--- src/rtl/led_seq_gen_if.sv ---
// ============================================================================
// Module   : led_seq_gen_if
// Purpose  : Control/status bundle for the LED pattern sequencer.
//            master = controller (drives run/mode/rate, reads LEDs and strobes)
//            slave  = led_seq_gen
// Signals  : en     run (1) / pause (0)
//            mode   0 walk-up, 1 walk-down, 2 bounce, 3 binary count
//            div    tick period minus one, in clk cycles
//            bright PWM duty in 1/16 steps (only with LED_SEQ_PWM_EN)
//            led    pattern output
//            step   one-cycle pulse with each new led value
//            wrap   one-cycle pulse when the pattern returns to its start
// Options  : LED_SEQ_PWM_EN adds the bright signal
// Revision : 1.0 - initial release
// ============================================================================
`default_nettype none

interface led_seq_gen_if #(
  parameter int N_LEDS = 5,
  parameter int DIV_W  = 32
);
  logic              en;
  logic [1:0]        mode;
  logic [DIV_W-1:0]  div;
`ifdef LED_SEQ_PWM_EN
  logic [3:0]        bright;
`endif
  logic [N_LEDS-1:0] led;
  logic              step;
  logic              wrap;

`ifdef LED_SEQ_PWM_EN
  modport master (output en, mode, div, bright, input led, step, wrap);
  modport slave  (input en, mode, div, bright, output led, step, wrap);
`else
  modport master (output en, mode, div, input led, step, wrap);
  modport slave  (input en, mode, div, output led, step, wrap);
`endif
endinterface

`default_nettype wire

--- src/rtl/led_seq_gen.sv ---
// ============================================================================
// Module   : led_seq_gen
// Purpose  : Parametrised LED pattern sequencer (walk-up, walk-down, bounce,
//            binary count) advanced by a clock-enable tick from a runtime
//            programmable divider. No generated clocks.
// Ports    : nrst  asynchronous active-low reset
//            clk   system clock
//            bus   led_seq_gen_if.slave (en, mode, div, [bright], led,
//                  step, wrap)
// Params   : N_LEDS (2..32) number of LEDs; DIV_W divider width. Both must
//            match the parameters of the connected interface instance.
// Options  : LED_SEQ_PWM_EN - adds bright input and registered PWM gating
//            of led (led then lags the pattern by one cycle).
// Revision : 1.0 - initial release
// ============================================================================
`default_nettype none

module led_seq_gen #(
  parameter int N_LEDS = 5,
  parameter int DIV_W  = 32
) (
  input wire logic     nrst,
  input wire logic     clk,
  led_seq_gen_if.slave bus
);

  localparam logic [1:0] MODE_WALK_UP   = 2'd0;
  localparam logic [1:0] MODE_WALK_DOWN = 2'd1;
  localparam logic [1:0] MODE_BOUNCE    = 2'd2;
  localparam logic [1:0] MODE_COUNT     = 2'd3;

  localparam logic [0:0] DIR_UP   = 1'b0;
  localparam logic [0:0] DIR_DOWN = 1'b1;

  localparam logic [N_LEDS-1:0] PAT_LSB = {{(N_LEDS-1){1'b0}}, 1'b1};
  localparam logic [N_LEDS-1:0] PAT_MSB = {1'b1, {(N_LEDS-1){1'b0}}};

  logic [DIV_W-1:0]  count_q,   count_d;
  logic [N_LEDS-1:0] pattern_q, pattern_d;
  logic [0:0]        dir_q,     dir_d;
  logic [1:0]        mode_q,    mode_d;
  logic              blank_q,   blank_d;
  logic              step_q,    step_d;
  logic              wrap_q,    wrap_d;
  logic              tick_w;

  // div is compared live with >= so lowering it below the running count
  // produces a tick on the very next enabled cycle.
  assign tick_w = bus.en && (count_q >= bus.div);

  always_comb begin
    count_d   = count_q;
    pattern_d = pattern_q;
    dir_d     = dir_q;
    mode_d    = mode_q;
    blank_d   = blank_q;
    step_d    = 1'b0;
    wrap_d    = 1'b0;

    if (bus.en) begin
      count_d = tick_w ? '0 : count_q + 1'b1;
    end

    if (tick_w) begin
      step_d = 1'b1;
      mode_d = bus.mode;
      if (blank_q || (bus.mode != mode_q)) begin
        // Start-value load: never a wrap.
        blank_d = 1'b0;
        case (bus.mode)
          MODE_WALK_DOWN: pattern_d = PAT_MSB;
          MODE_BOUNCE: begin
            pattern_d = PAT_LSB;
            dir_d     = DIR_UP;
          end
          default:        pattern_d = PAT_LSB;
        endcase
      end else begin
        case (bus.mode)
          MODE_WALK_UP: begin
            pattern_d = {pattern_q[N_LEDS-2:0], pattern_q[N_LEDS-1]};
            wrap_d    = (pattern_d == PAT_LSB);
          end
          MODE_WALK_DOWN: begin
            pattern_d = {pattern_q[0], pattern_q[N_LEDS-1:1]};
            wrap_d    = (pattern_d == PAT_MSB);
          end
          MODE_BOUNCE: begin
            // Direction flips as soon as an end LED is reached, so each
            // end LED is shown for a single tick per pass.
            if (dir_q == DIR_UP) begin
              pattern_d = pattern_q << 1;
              if (pattern_d[N_LEDS-1]) dir_d = DIR_DOWN;
            end else begin
              pattern_d = pattern_q >> 1;
              if (pattern_d[0]) dir_d = DIR_UP;
            end
            wrap_d = (pattern_d == PAT_LSB);
          end
          MODE_COUNT: begin
            pattern_d = pattern_q + 1'b1;
            wrap_d    = (pattern_d == '0);
          end
          default: pattern_d = pattern_q;
        endcase
      end
    end
  end

  always_ff @(posedge clk or negedge nrst) begin
    if (!nrst) begin
      count_q   <= '0;
      pattern_q <= '0;
      dir_q     <= DIR_UP;
      mode_q    <= MODE_WALK_UP;
      blank_q   <= 1'b1;
      step_q    <= 1'b0;
      wrap_q    <= 1'b0;
    end else begin
      count_q   <= count_d;
      pattern_q <= pattern_d;
      dir_q     <= dir_d;
      mode_q    <= mode_d;
      blank_q   <= blank_d;
      step_q    <= step_d;
      wrap_q    <= wrap_d;
    end
  end

  assign bus.step = step_q;
  assign bus.wrap = wrap_q;

`ifdef LED_SEQ_PWM_EN
  logic [3:0]        pwm_cnt_q;
  logic [N_LEDS-1:0] led_q;

  // Free-running PWM; the gate is registered so led trails the pattern by
  // one cycle while step/wrap stay aligned to the pattern register.
  always_ff @(posedge clk or negedge nrst) begin
    if (!nrst) begin
      pwm_cnt_q <= 4'd0;
      led_q     <= '0;
    end else begin
      pwm_cnt_q <= pwm_cnt_q + 4'd1;
      led_q     <= pattern_q & {N_LEDS{pwm_cnt_q < bus.bright}};
    end
  end

  assign bus.led = led_q;
`else
  assign bus.led = pattern_q;
`endif

endmodule

`default_nettype wire

--- src/flat_wrapper.sv ---
// flat-port wrapper written by rule: the top's interface ports become plain ports
module led_seq_gen_flat 
#(
  parameter int N_LEDS = 5,
  parameter int DIV_W  = 32
)
  (nrst, clk, bus_en, bus_mode, bus_div, bus_led, bus_step, bus_wrap);
  led_seq_gen_if #(.N_LEDS(N_LEDS), .DIV_W(DIV_W)) bus_i ();
  input wire logic nrst;
  input wire logic clk;
  input wire logic [$bits(bus_i.en)-1:0] bus_en;
  input wire logic [$bits(bus_i.mode)-1:0] bus_mode;
  input wire logic [$bits(bus_i.div)-1:0] bus_div;
  output wire logic [$bits(bus_i.led)-1:0] bus_led;
  output wire logic [$bits(bus_i.step)-1:0] bus_step;
  output wire logic [$bits(bus_i.wrap)-1:0] bus_wrap;
  assign bus_i.en = bus_en;
  assign bus_i.mode = bus_mode;
  assign bus_i.div = bus_div;
  assign bus_led = bus_i.led;
  assign bus_step = bus_i.step;
  assign bus_wrap = bus_i.wrap;
  led_seq_gen #(.N_LEDS(N_LEDS), .DIV_W(DIV_W)) u_core (.nrst(nrst), .clk(clk), .bus(bus_i));
endmodule
--- config.mk ---
export PLATFORM = sky130hd
export DESIGN_NAME = led_seq_gen_flat
export DESIGN_NICKNAME = d
export VERILOG_FILES = /design/src/rtl/led_seq_gen_if.sv /design/src/rtl/led_seq_gen.sv /design/src/flat_wrapper.sv
export SDC_FILE = /design/constraint.sdc
export NUM_CORES = 1
export LEC_CHECK = 0
export CAP_MARGIN = 20
export CORE_ASPECT_RATIO = 1.4
export CORE_UTILIZATION = 30
export DETAILED_ROUTE_END_ITERATION = 6
export GPL_TIMING_DRIVEN = 0
export HOLD_SLACK_MARGIN = 0.02
export PLACE_DENSITY = 0.5
export SLEW_MARGIN = 20
export SYNTH_ARGS = -nofsm -noshare
export SYNTH_HDL_FRONTEND = slang
export SYNTH_SLANG_ARGS = --single-unit
export TNS_END_PERCENT = 10
--- constraint.sdc ---
create_clock -name clk -period 2.8 [get_ports clk]
set_input_delay 0.28 -clock clk [delete_from_list [all_inputs] [get_ports clk]]
set_output_delay 0.28 -clock clk [all_outputs]
set_load 0.02 [all_outputs]
Yosys cells after proc, flatten, opt, wreduce, memory -nomap -nowiden
Index checks and enable logic that the tools add are counted.
{"block": "classes", "n_addsub": 2, "multipliers": 0, "div": 0, "n_lt_le_gt_ge": 1, "eq_ne": 7, "n_shift": 0, "muxes": 18, "bitwise_logic": 0, "n_reduce_logical": 6}
{"op": "$add A32 B1 Y32 const B", "n": 1}
{"op": "$ge A32 B32 Y1", "n": 1}
{"op": "$mux W32", "n": 1}
{"op": "$mux W5", "n": 6}
{"op": "$pmux W5 S4", "n": 1}
{"op": "$eq A5 B1 Y1 const B", "n": 2}
{"op": "$mux W1", "n": 9}
{"op": "$add A5 B1 Y5 const B", "n": 1}
{"op": "$eq A5 B5 Y1 const B", "n": 1}
{"op": "$logic_not A5 Y1", "n": 1}
{"op": "$eq A2 B2 Y1 const B", "n": 2}
{"op": "$pmux W1 S4", "n": 1}
{"op": "$reduce_and A2 Y1", "n": 2}
{"op": "$eq A2 B1 Y1 const B", "n": 1}
{"op": "$logic_not A2 Y1", "n": 1}
{"op": "$ne A2 B2 Y1", "n": 1}
{"op": "$logic_and A1 B1 Y1", "n": 1}
{"op": "$logic_or A1 B1 Y1", "n": 1}
{"block": "word_totals", "regBits": 43, "latchBits": 0, "ramBits": 0, "romBits": 0, "input_bits": 37, "n_memories": 0}

Longest topological paths before layout
Gate-level depths: netlist (run 1).
{"block": "depth", "word_depth": 8, "ltp_mapped": 10, "mapped_depth_nobuf": 9}

Worst setup path before layout (run 1)
Ideal clock, no wire load.
{"block": "synth_path", "path_kind": "register to register", "startpoint": "register u_core.count_q[0]", "endpoint": "register u_core.pattern_q[0], in the netlist u_core.bus.led[0]", "setup_ns": 0.125, "arrival_ns": 2.112, "path_slack_ns": 0.563, "stages_incl_launch_ff": 10, "path_cell_list": "dfrtp_1 inv_1 ha_1 nand2b_1 a2111o_1 a32oi_1 a21oi_2 o21ai_4 inv_2 mux2_2"}
{"block": "synth_via", "elab_chain_cells": 2}
{"item": "start: declaration", "line": "led_seq_gen.sv:38", "rtl": "logic [DIV_W-1:0] count_q, count_d;"}
{"item": "start signal: assignment", "line": "led_seq_gen.sv:120", "rtl": "count_q <= count_d;"}
{"item": "$ge A32 B32 Y1", "line": "led_seq_gen.sv:49", "rtl": "assign tick_w = bus.en && (count_q >= bus.div);"}
{"item": "$logic_and A1 B1 Y1", "line": "led_seq_gen.sv:49"}
{"item": "end signal: assignment", "line": "led_seq_gen.sv:121", "rtl": "pattern_q <= pattern_d;"}
{"item": "end: declaration", "line": "led_seq_gen.sv:39", "rtl": "logic [N_LEDS-1:0] pattern_q, pattern_d;"}
No other way between the ends.
A chain may end at the register's enable or synchronous reset.

Final worst setup path (run 1)
{"block": "layout_path", "startpoint": "input port bus_div[29]", "endpoint": "register u_core.pattern_q[4], in the netlist u_core.bus.led[4]"}
{"block": "layout_via", "elab_chain_cells": 2}
{"item": "start: declaration", "line": "flat_wrapper.sv:13", "rtl": "input wire logic [$bits(bus_i.div)-1:0] bus_div;"}
{"item": "$ge A32 B32 Y1", "line": "led_seq_gen.sv:49"}
{"item": "$logic_and A1 B1 Y1", "line": "led_seq_gen.sv:49"}
No other way between the ends.

==> results of run 1 <==
[worst max-delay path: stages]
cell and delay (ps):
clkdlybuf4s50_1 450, inv_1 50, ha_1 290, nand4_1 170, nor4_2 380, nand2_1 210, a21oi_4 270, o21ai_4 100
inv_2 180, buf_6 170, mux2i_1 210
[registers in the layout (all words and copies together) (netlist names)]
name,cells
u_core.bus.wrap,1
u_core.dir_q,1
u_core.mode_q,2
u_core.bus.step,1
u_core.bus.led,5
u_core.count_q,32
u_core.blank_q,1
[where the power goes]
group          switching, mW  internal (mW)
clock                  0.242          0.422
combinational          0.121          0.147
sequential            0.0571          0.662
[per-stage QoR]
stage	util	instance area, um^2	instances	TNS [ps]
floorplan	-	3140	353	0
global placement	0.370	3720	530	-8500
detailed placement	0.372	3740	531	-6720
CTS	0.389	3910	540	0
global route	0.390	3930	540	0
finish	0.390	3930	540	0
[metal layers]
metal | vias up | wire length, um | part of all wire | global-route usage
met4 | 0 | 93 | 0.013 | 0.0423
met1 | 1216 | 3060 | 0.43 | 0.174
met2 | 56 | 3790 | 0.53 | 0.263
met5 | - | 0 | 0 | 0
li1 | 1320 | - | - | -
met3 | 5 | 240 | 0.033 | 0.0247
[timing repair]
item                                   CTS  global route
setup endpoints to repair                0            25
buffers inserted                         0             0
hold buffers                             1             0
gates resized for setup                  0             2
endpoints found under the hold margin   16             0
[cells in the mapped netlist]
cell type,instances,area share
nor4_2,1,0.0040
nand3_1,18,0.029
a21oi_2,1,0.0028
a31oi_1,1,0.0020
ha_1,35,0.14
buf_6,1,0.0036
nand4_1,11,0.022
a21oi_1,18,0.029
nand2b_1,5,0.010
dfrtp_1,42,0.34
mux2i_1,6,0.019
and3_1,10,0.020
o2bb2ai_1,3,0.0084
or3_1,2,0.0040
o21ai_4,1,0.0052
a21o_1,1,0.0024
clkbuf_1,8,0.0096
o32ai_1,1,0.0028
mux4_2,3,0.022
and2_1,2,0.0040
xnor2_1,10,0.028
mux2_2,6,0.022
o21ai_0,11,0.018
a211oi_1,2,0.0048
inv_2,1,0.0012
dfstp_2,1,0.0084
a32oi_1,1,0.0028
nand2_1,24,0.029
nor3_1,4,0.0064
nor4_1,5,0.010
o31ai_1,3,0.0072
a22oi_1,3,0.0072
o211ai_1,1,0.0024
nor3b_1,1,0.0024
and4_1,3,0.0084
nor2_1,41,0.049
xor2_1,22,0.061
a2111o_1,1,0.0036
buf_2,2,0.0032
nor2b_1,4,0.0080
inv_1,37,0.044
[how the worst max path moves through the flow]
stage	startpoint	end	slack, ps	cells past startpoint
6_report	bus_div[29]	u_core.bus.led[4]	230	11
5_1_grt	bus_div[29]	u_core.bus.led[4]	20	11
4_1_cts	bus_div[29]	u_core.bus.led[4]	30	11
3_5_place_dp	bus_div[29]	u_core.bus.led[0]	-250	10
3_3_place_gp	bus_div[29]	u_core.bus.led[4]	-300	11
2_1_floorplan	u_core.count_q[0]	u_core.bus.led[0]	560	9
[cell type report]
| class | count | area share |
|---|---|---|
| Buffer | 11 | 0.0131 |
| Tap cell | 135 | 0.0430 |
| Clock buffer | 7 | 0.0338 |
| Clock inverter | 1 | 0.00765 |
| Multi-Input combinational cell | 261 | 0.478 |
| Sequential cell | 43 | 0.274 |
| Timing Repair Buffer | 44 | 0.113 |
| Inverter | 38 | 0.0363 |
[cell families after synthesis]
family	after synthesis	synth area share
AOI/OAI and AO/OA	48	0.0978
DFF	43	0.344
muxes	15	0.0622
and+or+nand+nor	131	0.206
adders and majority gates	35	0.140
buffers and inverters	49	0.0618
xor gates and xnor gates	32	0.0894
==> results.toml, run 1 <==
[final_layout]
regArea_um2 = 1080
final_nets = 476
syn2layout_area_growth_pct = 25.2
final_common_cell = "dfrtp_1"
fillCellCount = 1033
drive_above_1_share = 0.0642
layout_common_cells = "42 x dfrtp_1, 41 x nor2_1, 41 x clkdlybuf4s50_1"
multiInputGateArea_um2 = 1880
diodes = 0

[drt]
vias = 2597
wl_per_cell_um = 13.3
wirelength_um = 7180
postRouteAntennaNets = 0
drc = 0
viasPerCell = 4.81
drtIter0Drc = 124
firstDrtPassIters = 4

[setup_path]
r2r_cells = 10
r2r_end = "u_core.bus.led[4]"
cp_max_fo = 10
crit_arrival_ps = 2770
worstSetupPathType = "in2reg"
r2r_setup_slack_ps = 250
required_ps = 3000
r2r_start = "u_core.count_q[0]"
startpoint_type = "input port"
end_kind = "flop"

[timing]
hold_ws_ps = 479
period_needed_ps = 2570
setup_viol = 0
rsz0062_at_grt = "no"
post-route-period-util = 0.919
slew_viol_final = 0
worst_pin_slew_ps = 639
skew_ps = 6.31
hold_viol = 0
max-slew-margin-rel = 0.571
max_freq_mhz = 389
fin_ws_ps = 227

[clocking]
clockBufferDepth = 2
cts_made_buffers = 5
cts_tree = "yes"
clk_pin_slew_ps = 60
cts.sink_count = 43
htreeDepth = 2
insertion_delay_ps = 290
cts_root_buf = "clkbuf_16"

[logic_synthesis]
syn-cell-area_um2 = 3140
avgSynthCellArea_um2 = 8.88
synth_cells = 353
synthDistinctLibCells = 41
yosysSeqAreaShare = 0.344
yosysWarnings = 0
synth_nets = 425
ys_ff_latch = 43

[placed_design]
io_buffers = 42
dpl.hpwl_um = 5590
place_ws_ps = -248
gp_congestion = 0.865

[global_routing]
grt_usage = 0.145
grt_pass1_vias = 2587
grt_max_degree = 28
overflow = 0
antenna_found_initial = 0
grt_pass1_wl_um = 12300

[floorplanning]
fp-row-count = 43
io_pins = 44
die_h_um = 123
coreArea_um2 = 10100
die_area_um2 = 10900
die_width_um = 88.4
start_util = 0.312

[power_and_ir_drop]
powerDensity_nw_per_um2 = 420
power.leakage_nw = 1.86
finalPower_mw = 1.65
vdd_drop_max_mv = 0.199

[run_status]
status = "finished clean"

[hold_path]
hold_class = "in2async"

[flow_run]
maxCapViolCount = 0
No activity file was read; power rests on OpenSTA's default activity.
==> run 2: changes to the inputs <==
--- a/config.mk
+++ b/config.mk
@@ -10,7 +10,6 @@
 export CORE_UTILIZATION = 30
 export DETAILED_ROUTE_END_ITERATION = 6
 export GPL_TIMING_DRIVEN = 0
-export HOLD_SLACK_MARGIN = 0.02
 export PLACE_DENSITY = 0.5
 export SLEW_MARGIN = 20
 export SYNTH_ARGS = -nofsm -noshare
==> results of run 2 <==
Same layout as run 1: the final DEF is identical, and so are final timing and power.
==> run 3: changes to the inputs <==
--- a/config.mk
+++ b/config.mk
@@ -8,6 +8,7 @@
 export CAP_MARGIN = 20
 export CORE_ASPECT_RATIO = 1.4
 export CORE_UTILIZATION = 30
+export CTS_CLUSTER_DIAMETER = 200
 export DETAILED_ROUTE_END_ITERATION = 6
 export GPL_TIMING_DRIVEN = 0
 export PLACE_DENSITY = 0.5
==> results of run 3 <==
Same layout as run 1: the final DEF is identical, and so are final timing and power.
==> patch, RTL diff (flow settings as in run 3) <==
`N_LEDS` is set to 5 in 3 places; all go to 4.
--- a/src/rtl/led_seq_gen_if.sv
+++ b/src/rtl/led_seq_gen_if.sv
@@ -17,5 +17,5 @@
 
 interface led_seq_gen_if #(
-  parameter int N_LEDS = 5,
+  parameter int N_LEDS = 4,
   parameter int DIV_W  = 32
 );
--- a/src/rtl/led_seq_gen.sv
+++ b/src/rtl/led_seq_gen.sv
@@ -17,5 +17,5 @@
 
 module led_seq_gen #(
-  parameter int N_LEDS = 5,
+  parameter int N_LEDS = 4,
   parameter int DIV_W  = 32
 ) (
--- a/src/flat_wrapper.sv
+++ b/src/flat_wrapper.sv
@@ -2,5 +2,5 @@
 module led_seq_gen_flat 
 #(
-  parameter int N_LEDS = 5,
+  parameter int N_LEDS = 4,
   parameter int DIV_W  = 32
 )
Ports: changed (resized bus_led); port bits go from 44 to 43. No check against the original RTL was run, so the function may have changed too.
==> patch against run 3 <==
Routed wire length decreased by 5.5%. Critical path depth unchanged. Setup slack worse by 0.086 ns. Maximum frequency is 3.2% lower. Total power grew 1.8%. Utilization is 0.090 points lower. Sequential cell count is 1 lower. Cell area down 0.76%. Register-to-register slack got worse by 0.05 ns. Area after synthesis fell by 0.64%. Worst hold slack got worse by 0.17 ns. Sequential power about the same.
==> patch: results (changes against run 3) <==
grt_max_degree: 25  # -11%
leakagePower_nw: 1.85  # -0.53%
first_iter_violations: 58  # -53%
grt.total_usage: 0.137  # -0.00874
synth_compound_area_frac: 0.0900  # -0.00781
slew_headroom: 0.560  # -0.0110
grt_pass1_wl_mm: 11.6  # -5.5%
fin_nets: 484  # +1.7%
gp_congestion: 0.820  # -5.2%
pre_cts_ws_ns: -0.249  # -0.000871 ns
synth_nets: 433  # +1.9%
reg2reg_from: "u_core.count_q[27]"
routed_wl_mm: 6.78  # -5.5%
synthMuxAreaShare: 0.0490  # -0.0133
drive_above_1_share: 0.0799  # +0.0157
status: "completed"
synthTopCellsByArea: "dfrtp_1, ha_1, nor2_1, inv_1, xor2_1"
cp-startpoint: "bus_div[30]"
critPathMaxFanout: 9  # -1
worstPathArrival_ns: 2.82  # +0.05 ns
hpwlAfterDp_mm: 5.28  # -5.5%
ys_seq_area_frac: 0.338  # -0.00582
worst_ir_drop_vdd_uv: 236  # +19%
yosys-top-cells-count: "nor2_1, dfrtp_1, inv_1, ha_1, nand2_1"
vias: 2557  # -1.5%
fill_cells: 1063  # +2.9%
==> patch: cell count changes after synthesis, moves of 4 or more <==
cell,delta
a21oi_1,+6
inv_1,+4
nand2_1,+5
nand3_1,-4
nor4_1,-5
xor2_1,-5
==> patch: through the flow <==
step	instances	power (W)	hold WS [ns]	util	setup TNS [ns]
detailed placement	537	0.00104	0.263	0.370	-6.90
finish	548	0.00168	0.311	0.389	0
CTS	546	0.00171	0.312	0.387	0
floorplan	361	0.000912	-0.0156	-	0
global route	548	0.00178	0.336	0.389	0
global placement	536	0.00103	0.481	0.368	-6.56
==> patch: cell type report <==
cell class,instances,share of cell area
inverters,41,0.0395
multi-input cells,264,0.472
well taps,135,0.0434
clock inverters,1,0.00771
plain buffers,14,0.0206
flip-flops and latches,42,0.270
clock buffers,7,0.0340
repair buffers,44,0.113
==> patch: final timing paths <==
kind	slack, ns	to	cells after the start
setup / recovery	0.14	u_core.bus.led[0]	11
hold / removal	0.31	u_core.count_q[0]	2
setup reg to reg	0.20	u_core.bus.led[0]	9
hold reg to reg	0.49	u_core.blank_q	1
max in group asynchronous	1.83	u_core.bus.led[0]	3
min in group asynchronous	0.48	u_core.count_q[20]	2
==> patch: where the power goes <==
group	switching, W	leakage [nW]	internal, W
logic	0.000152	1.21	0.000151
clock network	0.000234	0.0781	0.000422
registers	0.0000662	0.567	0.000654
==> patch: routing by layer <==
| metal | up-vias | wire, um | global-route usage | part of all wire |
|---|---|---|---|---|
| li1 | 1328 | - | - | - |
| met1 | 1199 | 2870 | 0.157 | 0.42 |
| met2 | 26 | 3690 | 0.261 | 0.54 |
| met3 | 4 | 155 | 0.0195 | 0.023 |
| met4 | 0 | 60 | 0.0333 | 0.0088 |
| met5 | - | 0 | 0 | 0 |
==> patch: worst max-delay path, delay by kind of cell <==
family          cells  cell delay, ns
fa+ha+maj           1            0.30
compound gates      1            0.16
buf+inv             4            0.85
mux                 1            0.35
simple gates        4            0.86
==> patch: cell families after synthesis <==
| family | after synthesis |
|---|---|
| adder cells (fa/ha/maj) | 35 |
| buffers and inverters | 55 |
| multiplexers | 13 |
| AO/OA/AOI/OAI | 48 |
| flip-flops | 42 |
| AND/OR/NAND/NOR | 138 |
| XOR/XNOR | 30 |
==> patch: what timing repair did <==
item,in CTS,in global routing
resized for setup,0,1
setup endpoints to repair,0,20
hold buffers,1,0
setup buffers,0,2
hold endpoints to repair,17,0
